### config.mk
export PLATFORM = sky130hd
export DESIGN_NAME = bus_load_receiver
export DESIGN_NICKNAME = d
export VERILOG_FILES = /design/src/rtl/bus_load_receiver.sv
export SDC_FILE = /design/constraint.sdc
export NUM_CORES = 1
export LEC_CHECK = 0
export BUFFER_PORTS_ARGS = -buffer_cell sky130_fd_sc_hd__buf_2
export CAP_MARGIN = 20
export CORE_MARGIN = 2
export CORE_UTILIZATION = 41
export CTS_CLUSTER_DIAMETER = 40
export DETAILED_ROUTE_END_ITERATION = 6
export GPL_ROUTABILITY_DRIVEN = 0
export PLACE_DENSITY_LB_ADDON = 0.15
export SYNTH_ARGS = -nofsm -noshare
export SYNTH_HDL_FRONTEND = slang
export SYNTH_SLANG_ARGS = --single-unit
### constraint.sdc
create_clock -name clock -period 1.7 [get_ports clock]
set_input_delay 0.17 -clock clock [delete_from_list [all_inputs] [get_ports clock]]
set_output_delay 0.17 -clock clock [all_outputs]
set_load 0.05 [all_outputs]
### src/rtl/bus_load_receiver.sv
// bus_load_receiver: receiving end of the shared internal bus driven by the gate drivers.
// Captures the bus on a load strobe when exactly one gate is driving, then holds the value
// until the consumer acknowledges it. Each load is checked against the gate-enable vector.
// Floating-bus and contention faults are recorded as sticky flags and in a saturating counter.
//
// Ports:
//   clock        in   1          rising-edge clock
//   reset        in   1          synchronous, active-high reset
//   gate_en      in   NUM_GATES  enable copy of every gate driver (bit i = gate i driving)
//   bus          in   WIDTH      shared tristate bus
//   load         in   1          capture request
//   ack          in   1          consumer accepts data_out this cycle
//   clear_err    in   1          clears sticky flags and fault counter
//   data_out     out  WIDTH      captured bus value
//   valid        out  1          data_out holds an unconsumed capture
//   err_float    out  1          sticky: load seen with zero gates enabled
//   err_contend  out  1          sticky: load seen with more than one gate enabled
//   err_overrun  out  1          sticky: capture overwrote an unconsumed value
//   err_count    out  CNT_WIDTH  saturating count of faulty loads
module bus_load_receiver #(
    parameter int unsigned WIDTH     = 16,
    parameter int unsigned NUM_GATES = 8,
    parameter int unsigned CNT_WIDTH = 8
) (
    input  logic                 clock,
    input  logic                 reset,
    input  logic [NUM_GATES-1:0] gate_en,
    input  logic [WIDTH-1:0]     bus,
    input  logic                 load,
    input  logic                 ack,
    input  logic                 clear_err,
    output logic [WIDTH-1:0]     data_out,
    output logic                 valid,
    output logic                 err_float,
    output logic                 err_contend,
    output logic                 err_overrun,
    output logic [CNT_WIDTH-1:0] err_count
);

    typedef enum logic [0:0] {StEmpty, StFull} state_e;

    localparam logic [NUM_GATES-1:0] GateOne = NUM_GATES'(1);
    localparam logic [CNT_WIDTH-1:0] CntMax  = '1;

    state_e               state_q, state_d;
    logic [WIDTH-1:0]     data_q, data_d;
    logic                 float_q, float_d;
    logic                 contend_q, contend_d;
    logic                 overrun_q, overrun_d;
    logic [CNT_WIDTH-1:0] count_q, count_d;

    logic no_gate, one_gate, multi_gate;
    logic good_load, float_load, contend_load, fault_load, overrun_ev;

    // Exactly one bit set <=> nonzero and clearing the lowest set bit leaves zero.
    assign no_gate    = ~|gate_en;
    assign one_gate   = ~no_gate & ~|(gate_en & (gate_en - GateOne));
    assign multi_gate = ~no_gate & ~one_gate;

    assign good_load    = load & one_gate;
    assign float_load   = load & no_gate;
    assign contend_load = load & multi_gate;
    assign fault_load   = float_load | contend_load;
    assign overrun_ev   = (state_q == StFull) & good_load & ~ack;

    always_comb begin
        state_d = state_q;
        unique case (state_q)
            StEmpty: begin
                if (good_load) state_d = StFull;
            end
            StFull: begin
                // A good load refills the slot whether or not the old value was consumed.
                if (!good_load && ack) state_d = StEmpty;
            end
            default: state_d = StEmpty;
        endcase
    end

    always_comb begin
        data_d = good_load ? bus : data_q;

        // A new event in the same cycle as clear_err takes priority over the clear.
        float_d   = float_load   | (float_q   & ~clear_err);
        contend_d = contend_load | (contend_q & ~clear_err);
        overrun_d = overrun_ev   | (overrun_q & ~clear_err);

        count_d = count_q;
        if (clear_err) begin
            count_d = fault_load ? CNT_WIDTH'(1) : '0;
        end else if (fault_load && count_q != CntMax) begin
            count_d = count_q + CNT_WIDTH'(1);
        end
    end

    always_ff @(posedge clock) begin
        if (reset) begin
            state_q   <= StEmpty;
            data_q    <= '0;
            float_q   <= 1'b0;
            contend_q <= 1'b0;
            overrun_q <= 1'b0;
            count_q   <= '0;
        end else begin
            state_q   <= state_d;
            data_q    <= data_d;
            float_q   <= float_d;
            contend_q <= contend_d;
            overrun_q <= overrun_d;
            count_q   <= count_d;
        end
    end

    assign data_out    = data_q;
    assign valid       = (state_q == StFull);
    assign err_float   = float_q;
    assign err_contend = contend_q;
    assign err_overrun = overrun_q;
    assign err_count   = count_q;

endmodule

# [Yosys cells after proc, flatten, opt, wreduce, memory -nomap -nowiden]
# Index checks and enable logic that the tools add are counted.
[classes] reduce_logical=8 n_eq_ne=1 n_bitwise=19 add_sub_neg=2 mux=6
[op_table] operator="8-bit two-way mux" n=2
[op_table] operator="8-bit OR reduction" n=2
[op_table] operator="1-bit bitwise AND" n=10
[op_table] operator="8-bit by 1-bit adder with 8-bit output (second input constant)" n=1
[op_table] operator="8-bit bitwise AND" n=1
[op_table] operator="8-bit != test (second input constant)" n=1
[op_table] operator="8-bit by 1-bit subtractor with 8-bit output (second input constant)" n=1
[op_table] operator="1-bit NOT" n=4
[op_table] operator="1-bit bitwise OR" n=4
[op_table] operator="1-bit zero test" n=3
[op_table] operator="1-bit two-way mux" n=3
[op_table] operator="1-bit logical AND" n=2
[op_table] operator="1-bit case mux with 2 select lines" n=1
[op_table] operator="2-bit nonzero test" n=1
[word_totals] output_inout_bits=28 word_cells=42 register_bits=28 inputBits=29

# [Longest topological paths before layout]
# Gate-level depths: netlist (run 1).
[depth] depth_word=12 mapped_depth=8

# [Worst setup path before layout (run 1)]
# Ideal clock, no wire load.
[synth_path] path_kind="register to register" from="register count_q[0], in the netlist err_count[0]" to="register count_q[3], in the netlist err_count[3]" setup_slack_ns=-0.221 period_less_slack_ns=1.921 path_buffers=1 required_ns=1.630 arrival_time_ns=1.851 stages_incl_launch_ff=7 cell_sequence="dfxtp_1 > ha_1 > and2_1 > and3_1 > clkbuf_1 > or4_1 > a21oi_1"
[synth_via] elab_chain_len=3 elab_cells_between_ends=6 classes_between="1 x add/sub; 1 x eq/ne; 2 x mux; 2 x reduce/logical"
[synth_lines] element="from (decl)" line_no="50" text="logic [CNT_WIDTH-1:0] count_q, count_d;"
[synth_lines] element="from (signal assigned)" line_no="110" text="count_q <= count_d;"
[synth_lines] element="8-bit by 1-bit adder with 8-bit output or 8-bit != test (tied branches)" line_no="92, 91"
[synth_lines] element="8-bit two-way mux or 1-bit logical AND (tied branches)" line_no="91" text="end else if (fault_load && count_q != CntMax) begin"
[synth_lines] element="8-bit two-way mux or 2-bit nonzero test (tied branches)"
# Several ways; a longest one is shown, not always the timed one. The select of a mux whose other input is x is not followed.
# A chain may end at the register's enable or synchronous reset.

# [Worst setup path in the final report (run 1)]
[layout_path] from="register count_q[5], in the netlist err_count[5]" to="register count_q[3], in the netlist err_count[3]"
[layout_via] elab_chain_len=3
[layout_lines] element="8-bit != test" line_no="91"
[layout_lines] element="1-bit logical AND" line_no="91"
[layout_lines] element="2-bit nonzero test (no source line)"
# Every way passes these cells.

==> summary.txt, run 1 <==
vias in the first global route: 1312
ys flop type: dfxtp_1
worst hold path depth: 3
global-route wire length before repair: 5460 um
max_slew headroom: 0.731
Hold Vio Cnt, Final: 0
Post-synth top cells: 28 x dfxtp_1, 26 x a21oi_1, 23 x nand2_1, 19 x nand3_1
number of diodes: 0
Worst Path Buf+Inv: 0
Syn-to-layout area delta: 35.5%
Layout Nets: 259
Yosys cell types: 32
initial DRC count: 61
Die X: 60.7 um
Power Density: 683 nW/um^2
final setup skew: 0.000993 ns
Pre-antenna DRT Iters: 4
CTS buffer count: 3
fin crit share: 0.949
Clk Latency, worst-skew pair: 0.32 ns
Max FO, Critical Path: 4
clk sinks: 28
Lkg Pwr: 0.748 nW
hold endpoint: data_out[10]$_SDFFE_PP0P_
minimum clock period: 1.61 ns
Crit path top cell by count: and3_1
Worst R2R End: err_count[3]$_SDFFE_PP0P_
Max Slew Vio Count: 0
die area: 3680 um^2
RSZ-0062 raised after global routing: no
routed vias: 1467
Yosys warning total: 0
crit path cell chain: and3_1 -> and2_1 -> and3_1 -> or4_1 -> a21oi_1
Max Clock Freq: 0.620 GHz
maxcap violations: 0
IO Pins: 57
core area: 3050 um^2
All-Layer GR Usage: 0.194
CP max stage cell: or4_1
startpoint types: register
syn avg cell area: 7.89 um^2
post-synthesis cell count: 167
Avg WL per Cell: 12.9 um
critical path required time: 1.97 ns
Worst-path clk slew: 0.15 ns
largest net degree at the start of global routing: 24
Placement Setup Slack: -0.131 ns
final WL: 3520 um
post-synth top area cell: dfxtp_1
Synth area leaders: dfxtp_1 43%, a21oi_1 9.9%, nand3_1 7.2%
sequential area share after synthesis: 0.425
number of port buffers: 56
flop-to-flop setup slack: 0.09 ns
antenna violations before repair: 0
worst-margin pin slew: 0.400 ns
drt drc: 0
Inst Count DP: 268
setup violators final: 0
vias per std cell: 5.39
worst hold path type: primary input to register
status: complete, no violations
crit end category: register
Die Y: 60.7 um
PnR worst setup slack: 0.0869 ns
Crit path arrival time: 1.88 ns
CTS tree: done
Max H-tree Level: 1
fraction of registers with async set/reset: 0
Final Power: 1.22 mW
Hold Startpoint: bus[10]
grt ovf: 0
kind of critical path: register to register
number of synthesized flops with an enable pin: 0
row count: 20
FF+latch count, synth: 28
HPWL Detailed: 2720 um
crit-path max cell delay: 0.46 ns
Synth Net Count: 197
Max VDD drop: 0.000475 V
dominant cell by count in the synthesized netlist: dfxtp_1
share of the synthesized area in the top cell type: 0.425
non-filler cells, final: 272
CTS root buf: clkbuf_4
cell area after synthesis: 1320 um^2
Longest Clk Path Bufs: 2
Worst R2R Start: err_count[5]$_SDFFE_PP0P_
CP top delay family: simple AND/OR/NAND/NOR gates
starting density of the core: 0.432
path depth of the worst reg2reg path: 5
share of cells above drive strength 1: 0.368
antenna viol nets, final: 0
final cells by class:
cell class / count / area, um^2
Sequential cell: 28 / 577
Inverter: 1 / 3.75
Multi-Input combinational cell: 127 / 719
Timing Repair Buffer: 68 / 383
Clock buffer: 4 / 47.5
Fill cell: 300 / 1270
Tap cell: 44 / 55.1
per-stage QoR:
step                      hold WS, ns  TNS (ns)  instance area [um^2]   util
after floorplan                 0.272         0                  1340      -
after global placement          0.424    -0.371                  1730  0.568
final                          0.0694         0                  1790  0.585
after global routing           0.0626         0                  1790  0.585
after CTS                      0.0664         0                  1780  0.583
after detailed placement        0.433     -1.70                  1730  0.568
power breakdown:
group / switching [mW] / total (mW) / internal (mW)
Sequential: 0.00569 / 0.666 / 0.661
Combinational: 0.109 / 0.174 / 0.0655
Clock: 0.199 / 0.379 / 0.180
tightest hold or removal path: stages:
cell and delay (ns):
buf_2 0.09, nand3_1 0.05, a21oi_1 0.05
how the worst max path moves through the flow:
stage | endpoint | start | depth (start not counted) | slack, ns
final | err_count[3]$_SDFFE_PP0P_ | err_count[5]$_SDFFE_PP0P_ | 5 | 0.09
after global routing | err_count[3]$_SDFFE_PP0P_ | err_count[5]$_SDFFE_PP0P_ | 5 | 0.01
after CTS | err_count[3]$_SDFFE_PP0P_ | err_count[5]$_SDFFE_PP0P_ | 5 | 0.1
after detailed placement | err_count[7]$_SDFFE_PP0P_ | gate_en[1] | 6 | -0.13
after global placement | err_count[7]$_SDFFE_PP0P_ | gate_en[1] | 6 | -0.09
after floorplan | err_count[3]$_SDFFE_PP0P_ | err_count[3]$_SDFFE_PP0P_ | 6 | 0.0004
cells in the final DEF, fill, tap and decap left out, types with 2 or more instances in the layout:
master    synthesis  final
a21oi_1          26     26
and3_1            4      4
buf_2             2     56
buf_4             0     11
clkbuf_4          0      3
dfxtp_1          28     23
dfxtp_4           0      4
maj3_1            2      2
nand2_1          23     23
nand3_1          19     18
nand4_1           4      4
nand4b_1          5      5
nor2_1            8      8
nor3_1            5      5
nor3_2            2      2
o21ai_0           7      7
o31ai_1           3      3
or3_1             4      4
per-layer routing:
| metal | routed length, um | track usage | share of wire |
|---|---|---|---|
| met1 | 1530 | 0.228 | 0.44 |
| met2 | 1770 | 0.361 | 0.50 |
| met3 | 189 | 0.0277 | 0.054 |
| met4 | 30 | 0.0621 | 0.0085 |
| met5 | 0 | 0 | 0 |
cells by family (layout without fill, tap and decap cells):
family          Yosys count  after routing  share of synthesized area
flops                    28             28                      0.425
simple gates             82             82                      0.337
compound gates           42             42                      0.177
buf+inv                  12             73                     0.0361
fa+ha+maj                 3              3                     0.0247
sequential cells by signal (all words and copies together) (netlist names):
| signal | count |
|---|---|
| data_out | 16 |
| err_count | 8 |
| err_contend | 1 |
| err_float | 1 |
| err_overrun | 1 |
| valid | 1 |
repair_timing:
action / 4_1_cts / 5_1_grt
setup buffers: 0 / 0
hold buffers: 0 / 0
setup endpoints to repair: 0 / 1
gates resized for setup: 0 / 1
(Power assumes the default switching activity.)
==> inputs of run 2 (changes only) <==
--- a/config.mk
+++ b/config.mk
@@ -12,7 +12,7 @@
 export CTS_CLUSTER_DIAMETER = 40
 export DETAILED_ROUTE_END_ITERATION = 6
 export GPL_ROUTABILITY_DRIVEN = 0
-export PLACE_DENSITY_LB_ADDON = 0.15
+export PLACE_DENSITY = 0.7
 export SYNTH_ARGS = -nofsm -noshare
 export SYNTH_HDL_FRONTEND = slang
 export SYNTH_SLANG_ARGS = --single-unit
==> summary.txt, run 2 (synthesized netlist as in run 1, its figures left out) <==
startpoint types: register
commonest non-fill, non-tap cells in the layout: 56 x buf_2, 26 x a21oi_1, 23 x nand2_1, 23 x dfxtp_1, 19 x nand3_1
share of cells above drive strength 1: 0.375
path depth of the worst reg2reg path: 5
Syn-to-layout area delta: 36.5%
Power Density: 682 nW/um^2
crit-path max cell delay: 0.46 ns
largest net degree at the start of global routing: 24
Pre-antenna DRT Iters: 4
Worst-path clk slew: 0.15 ns
Max VDD drop: 0.000372 V
kind of critical path: register to register
number of port buffers: 56
HPWL Detailed: 2560 um
drt drc: 0
cts hold-fix bufs: 0
vias in the first global route: 1307
minimum clock period: 1.61 ns
CP top delay family: simple AND/OR/NAND/NOR gates
critical path required time: 1.98 ns
All-Layer GR Usage: 0.197
Final Util: 0.589
CTS buffer count: 3
number of diodes: 0
Longest Clk Path Bufs: 2
CTS root buf: clkbuf_4
antenna viol nets, final: 0
most used routing layer: met2
vias per std cell: 5.24
commonest non-fill, non-tap cell in the layout: buf_2
row count: 20
Die X: 60.7 um
starting density of the core: 0.432
postcts setup bufs: 0
worst-margin pin slew: 0.442 ns
flop-to-flop setup slack: 0.09 ns
GR Util met1: 0.246
final setup skew: 0.000309 ns
setup violators final: 0
Max FO, Critical Path: 4
antenna violations before repair: 0
met2 Usage GRT: 0.335
RSZ-0062 raised after global routing: no
CP max stage cell: or4_1
initial DRC count: 64
Crit path arrival time: 1.89 ns
CTS tree: done
Layout Nets: 263
Max H-tree Level: 1
global-route wire length before repair: 5510 um
IO Pins: 57
Avg WL per Cell: 12.4 um
Lkg Pwr: 0.762 nW
worst hold path depth: 3
Hold Vio Cnt, Final: 0
clk sinks: 28
max_slew headroom: 0.705
Hold Startpoint: bus[14]
Final Power: 1.23 mW
Max Slew Vio Count: 0
fin crit share: 0.946
maxcap violations: 0
Largest register FFs: 16
Worst Path Buf+Inv: 0
crit path cell chain: and3_1 -> and2_1 -> and3_1 -> or4_1 -> a21oi_1
die area: 3680 um^2
grt ovf: 0
worst hold path type: primary input to register
Die Y: 60.7 um
PostCTS Resize Cnt: 0
status: complete, no violations
final WL: 3420 um
routed vias: 1446
Max Clock Freq: 0.622 GHz
crit end category: register
hold endpoint: data_out[14]$_SDFFE_PP0P_
Worst R2R Start: err_count[5]$_SDFFE_PP0P_
Worst R2R End: err_count[3]$_SDFFE_PP0P_
core area: 3050 um^2
Crit path top cell by count: and3_1
grt met3 use: 0.0341
Clk Latency, worst-skew pair: 0.34 ns
[run 2: cell types whose count changed in the layout (fill, tap and decap cells not counted)]
cell | previous run | this run
nand3_1 | 18 | 19
buf_12 | 1 | 0
nand3_2 | 1 | 0
buf_4 | 11 | 16
[run 2: metal layers]
layer	part of all wire	routed length, um	up-vias
li1	-	-	738
met1	0.47	1610	661
met2	0.47	1610	42
met3	0.045	154	5
met4	0.014	49	0
met5	0	0	-
[run 2: where the power goes]
group          internal [mW]  switching, mW  leakage [nW]
Combinational         0.0677          0.108         0.506
Sequential             0.661        0.00565         0.230
Clock                  0.180          0.203        0.0261
[run 2: worst max path at each step]
stage                              startpoint                         to  cells past startpoint
floorplan           err_count[3]$_SDFFE_PP0P_  err_count[3]$_SDFFE_PP0P_                      6
global placement                   gate_en[1]  err_count[3]$_SDFFE_PP0P_                      6
detailed placement                 gate_en[1]  err_count[3]$_SDFFE_PP0P_                      6
global route        err_count[5]$_SDFFE_PP0P_  err_count[3]$_SDFFE_PP0P_                      5
finish              err_count[5]$_SDFFE_PP0P_  err_count[3]$_SDFFE_PP0P_                      5
CTS                 err_count[5]$_SDFFE_PP0P_  err_count[3]$_SDFFE_PP0P_                      5
[run 2: tightest hold or removal path, delay by kind of cell]
| kind | cells | cell delay [ns] |
|---|---|---|
| buf+inv | 1 | 0.09 |
| simple gates | 1 | 0.05 |
| compound gates | 1 | 0.05 |
[run 2: layout make-up]
class                   instances  area [um^2]
clock buffers                   4         47.5
fillers                       325         1250
inverters                       1         3.75
multi-input cells             127          714
flip-flops and latches         28          577
well taps                      44         55.1
repair buffers                 72          400
[run 2: through the flow]
stage | cell area [um^2] | setup TNS (ns) | setup slack, ns | hold WS, ns | cells
floorplan | 1340 | 0 | 0.000362 | 0.272 | 167
global placement | 1750 | -0.367 | -0.0704 | 0.429 | 272
detailed placement | 1750 | -0.745 | -0.135 | 0.429 | 272
CTS | 1800 | 0 | 0.0974 | 0.0606 | 276
global route | 1800 | 0 | 0.00457 | 0.0426 | 276
finish | 1800 | 0 | 0.0919 | 0.0585 | 276
==> inputs of run 3 (changes only) <==
--- a/config.mk
+++ b/config.mk
@@ -13,6 +13,7 @@
 export DETAILED_ROUTE_END_ITERATION = 6
 export GPL_ROUTABILITY_DRIVEN = 0
 export PLACE_DENSITY = 0.7
+export RECOVER_POWER = 25
 export SYNTH_ARGS = -nofsm -noshare
 export SYNTH_HDL_FRONTEND = slang
 export SYNTH_SLANG_ARGS = --single-unit
==> constraint.sdc (replaced) <==
create_clock -name clock -period 1.3 [get_ports clock]
set_input_delay 0.13 -clock clock [delete_from_list [all_inputs] [get_ports clock]]
set_output_delay 0.13 -clock clock [all_outputs]
set_load 0.05 [all_outputs]
==> summary.txt, run 3 (synthesized netlist as in run 1, its figures left out) <==
status: finished, violations left
failing checks: negative setup slack
clk sinks: 28
global-route wire length before repair: 5750 um
share of cells above drive strength 1: 0.524
HPWL Detailed: 3030 um
starting density of the core: 0.432
die area: 3680 um^2
vias per std cell: 5.22
core area: 3050 um^2
Longest Clk Path Bufs: 2
Hold Vio Cnt, Final: 0
Syn-to-layout area delta: 60.0%
maxcap violations: 0
All-Layer GR Usage: 0.203
initial DRC count: 33
antenna viol nets, final: 0
worst-margin pin slew: 0.424 ns
Max Slew Vio Count: 0
kind of critical path: register to register
critical path required time: 1.57 ns
commonest non-fill, non-tap cell in the layout: buf_2
crit end category: register
Avg WL per Cell: 13.3 um
Clk Latency, worst-skew pair: 0.32 ns
Largest register FFs: 16
cts hold-fix bufs: 0
Max H-tree Level: 1
RSZ-0062 raised after global routing: yes
worst hold slack: 0.0393 ns
setup violators final: 7
IO Pins: 57
startpoint types: register
final WL: 3920 um
Max FO, Critical Path: 4
number of diodes: 0
antenna violations before repair: 0
Crit path arrival time: 1.75 ns
Worst R2R End: err_count[3]$_SDFFE_PP0P_
fin crit share: 1.14
Placement Setup Slack: -0.492 ns
CTS root buf: clkbuf_4
routed vias: 1545
path depth of the worst reg2reg path: 5
Pre-antenna DRT Iters: 4
minimum clock period: 1.48 ns
number of port buffers: 56
CTS tree: done
flop-to-flop setup slack: -0.18 ns
hold endpoint: data_out[4]$_SDFFE_PP0P_
Worst-path clk slew: 0.16 ns
Lkg Pwr: 0.869 nW
PnR worst setup slack: -0.179 ns
worst hold path depth: 3
Die X: 60.7 um
vias in the first global route: 1332
grt ovf: 0
commonest non-fill, non-tap cells in the layout: 43 x buf_2, 34 x buf_4, 23 x nand2_1
Power Density: 778 nW/um^2
Die Y: 60.7 um
final setup skew: 0.00741 ns
row count: 20
worst hold path type: primary input to register
Max VDD drop: 0.000364 V
max_slew headroom: 0.717
Layout Nets: 283
Max Clock Freq: 0.676 GHz
largest net degree at the start of global routing: 24
Hold Startpoint: bus[4]
Worst R2R Start: err_count[5]$_SDFFE_PP0P_
CTS buffer count: 3
drt drc: 0
run 3: cell types whose count changed in the layout (fill, tap and decap cells not counted), sizes merged:
cell / previous run / this run
buf: 72 / 83
clkbuf: 4 / 13
run 3: worst max path at each step:
stage / from / end / slack, ns / cells past startpoint
6_report: err_count[5]$_SDFFE_PP0P_ / err_count[3]$_SDFFE_PP0P_ / -0.18 / 5
4_1_cts: err_count[5]$_SDFFE_PP0P_ / err_count[3]$_SDFFE_PP0P_ / -0.20 / 5
5_1_grt: err_count[5]$_SDFFE_PP0P_ / err_count[3]$_SDFFE_PP0P_ / -0.21 / 5
3_3_place_gp: gate_en[3] / err_count[5]$_SDFFE_PP0P_ / -0.41 / 9
3_5_place_dp: gate_en[3] / err_count[5]$_SDFFE_PP0P_ / -0.49 / 9
2_1_floorplan: gate_en[4] / err_count[3]$_SDFFE_PP0P_ / -0.31 / 6
run 3: layer usage:
metal | routed length (um) | GRT usage | vias up
met1 | 1600 | 0.259 | 710
li1 | - | - | 775
met3 | 196 | 0.0192 | 5
met5 | 0 | 0 | -
met2 | 2090 | 0.356 | 55
met4 | 38 | 0.0683 | 0
run 3: where the power goes:
part	switching [mW]	internal, mW	leakage [nW]
registers	0.00738	0.862	0.231
logic	0.161	0.123	0.612
clock network	0.253	0.235	0.0261
run 3: area by class of cell:
| type | instances | area (um^2) |
|---|---|---|
| Fill cell | 255 | 945 |
| Multi-Input combinational cell | 127 | 828 |
| Timing Repair Buffer | 92 | 592 |
| Sequential cell | 28 | 582 |
| Tap cell | 44 | 55.1 |
| Clock buffer | 4 | 47.5 |
| Inverter | 1 | 3.75 |
run 3: critical path: stages (launching register included):
cell and delay (ns):
dfxtp_4 0.37, and3_4 0.17, and2_4 0.17, and3_4 0.18, or4_4 0.42, a21oi_2 0.12
run 3: what timing repair did:
action,CTS,global route
buffers inserted,2,0
endpoints found under the setup margin,23,25
gates resized for setup,9,23
pin swaps,10,11
run 3: stage by stage:
stage / utilization / setup TNS (ns) / power (mW) / cell area [um^2] / cells
6_report: 0.691 / -0.745 / 1.64 / 2110 / 296
5_1_grt: 0.691 / -1.38 / 1.71 / 2110 / 296
4_1_cts: 0.661 / -0.865 / 1.64 / 2020 / 296
3_5_place_dp: 0.629 / -10.70 / 1.15 / 1920 / 290
3_3_place_gp: 0.629 / -8.76 / 1.14 / 1920 / 290
2_1_floorplan: - / -4.68 / 1.01 / 1370 / 167
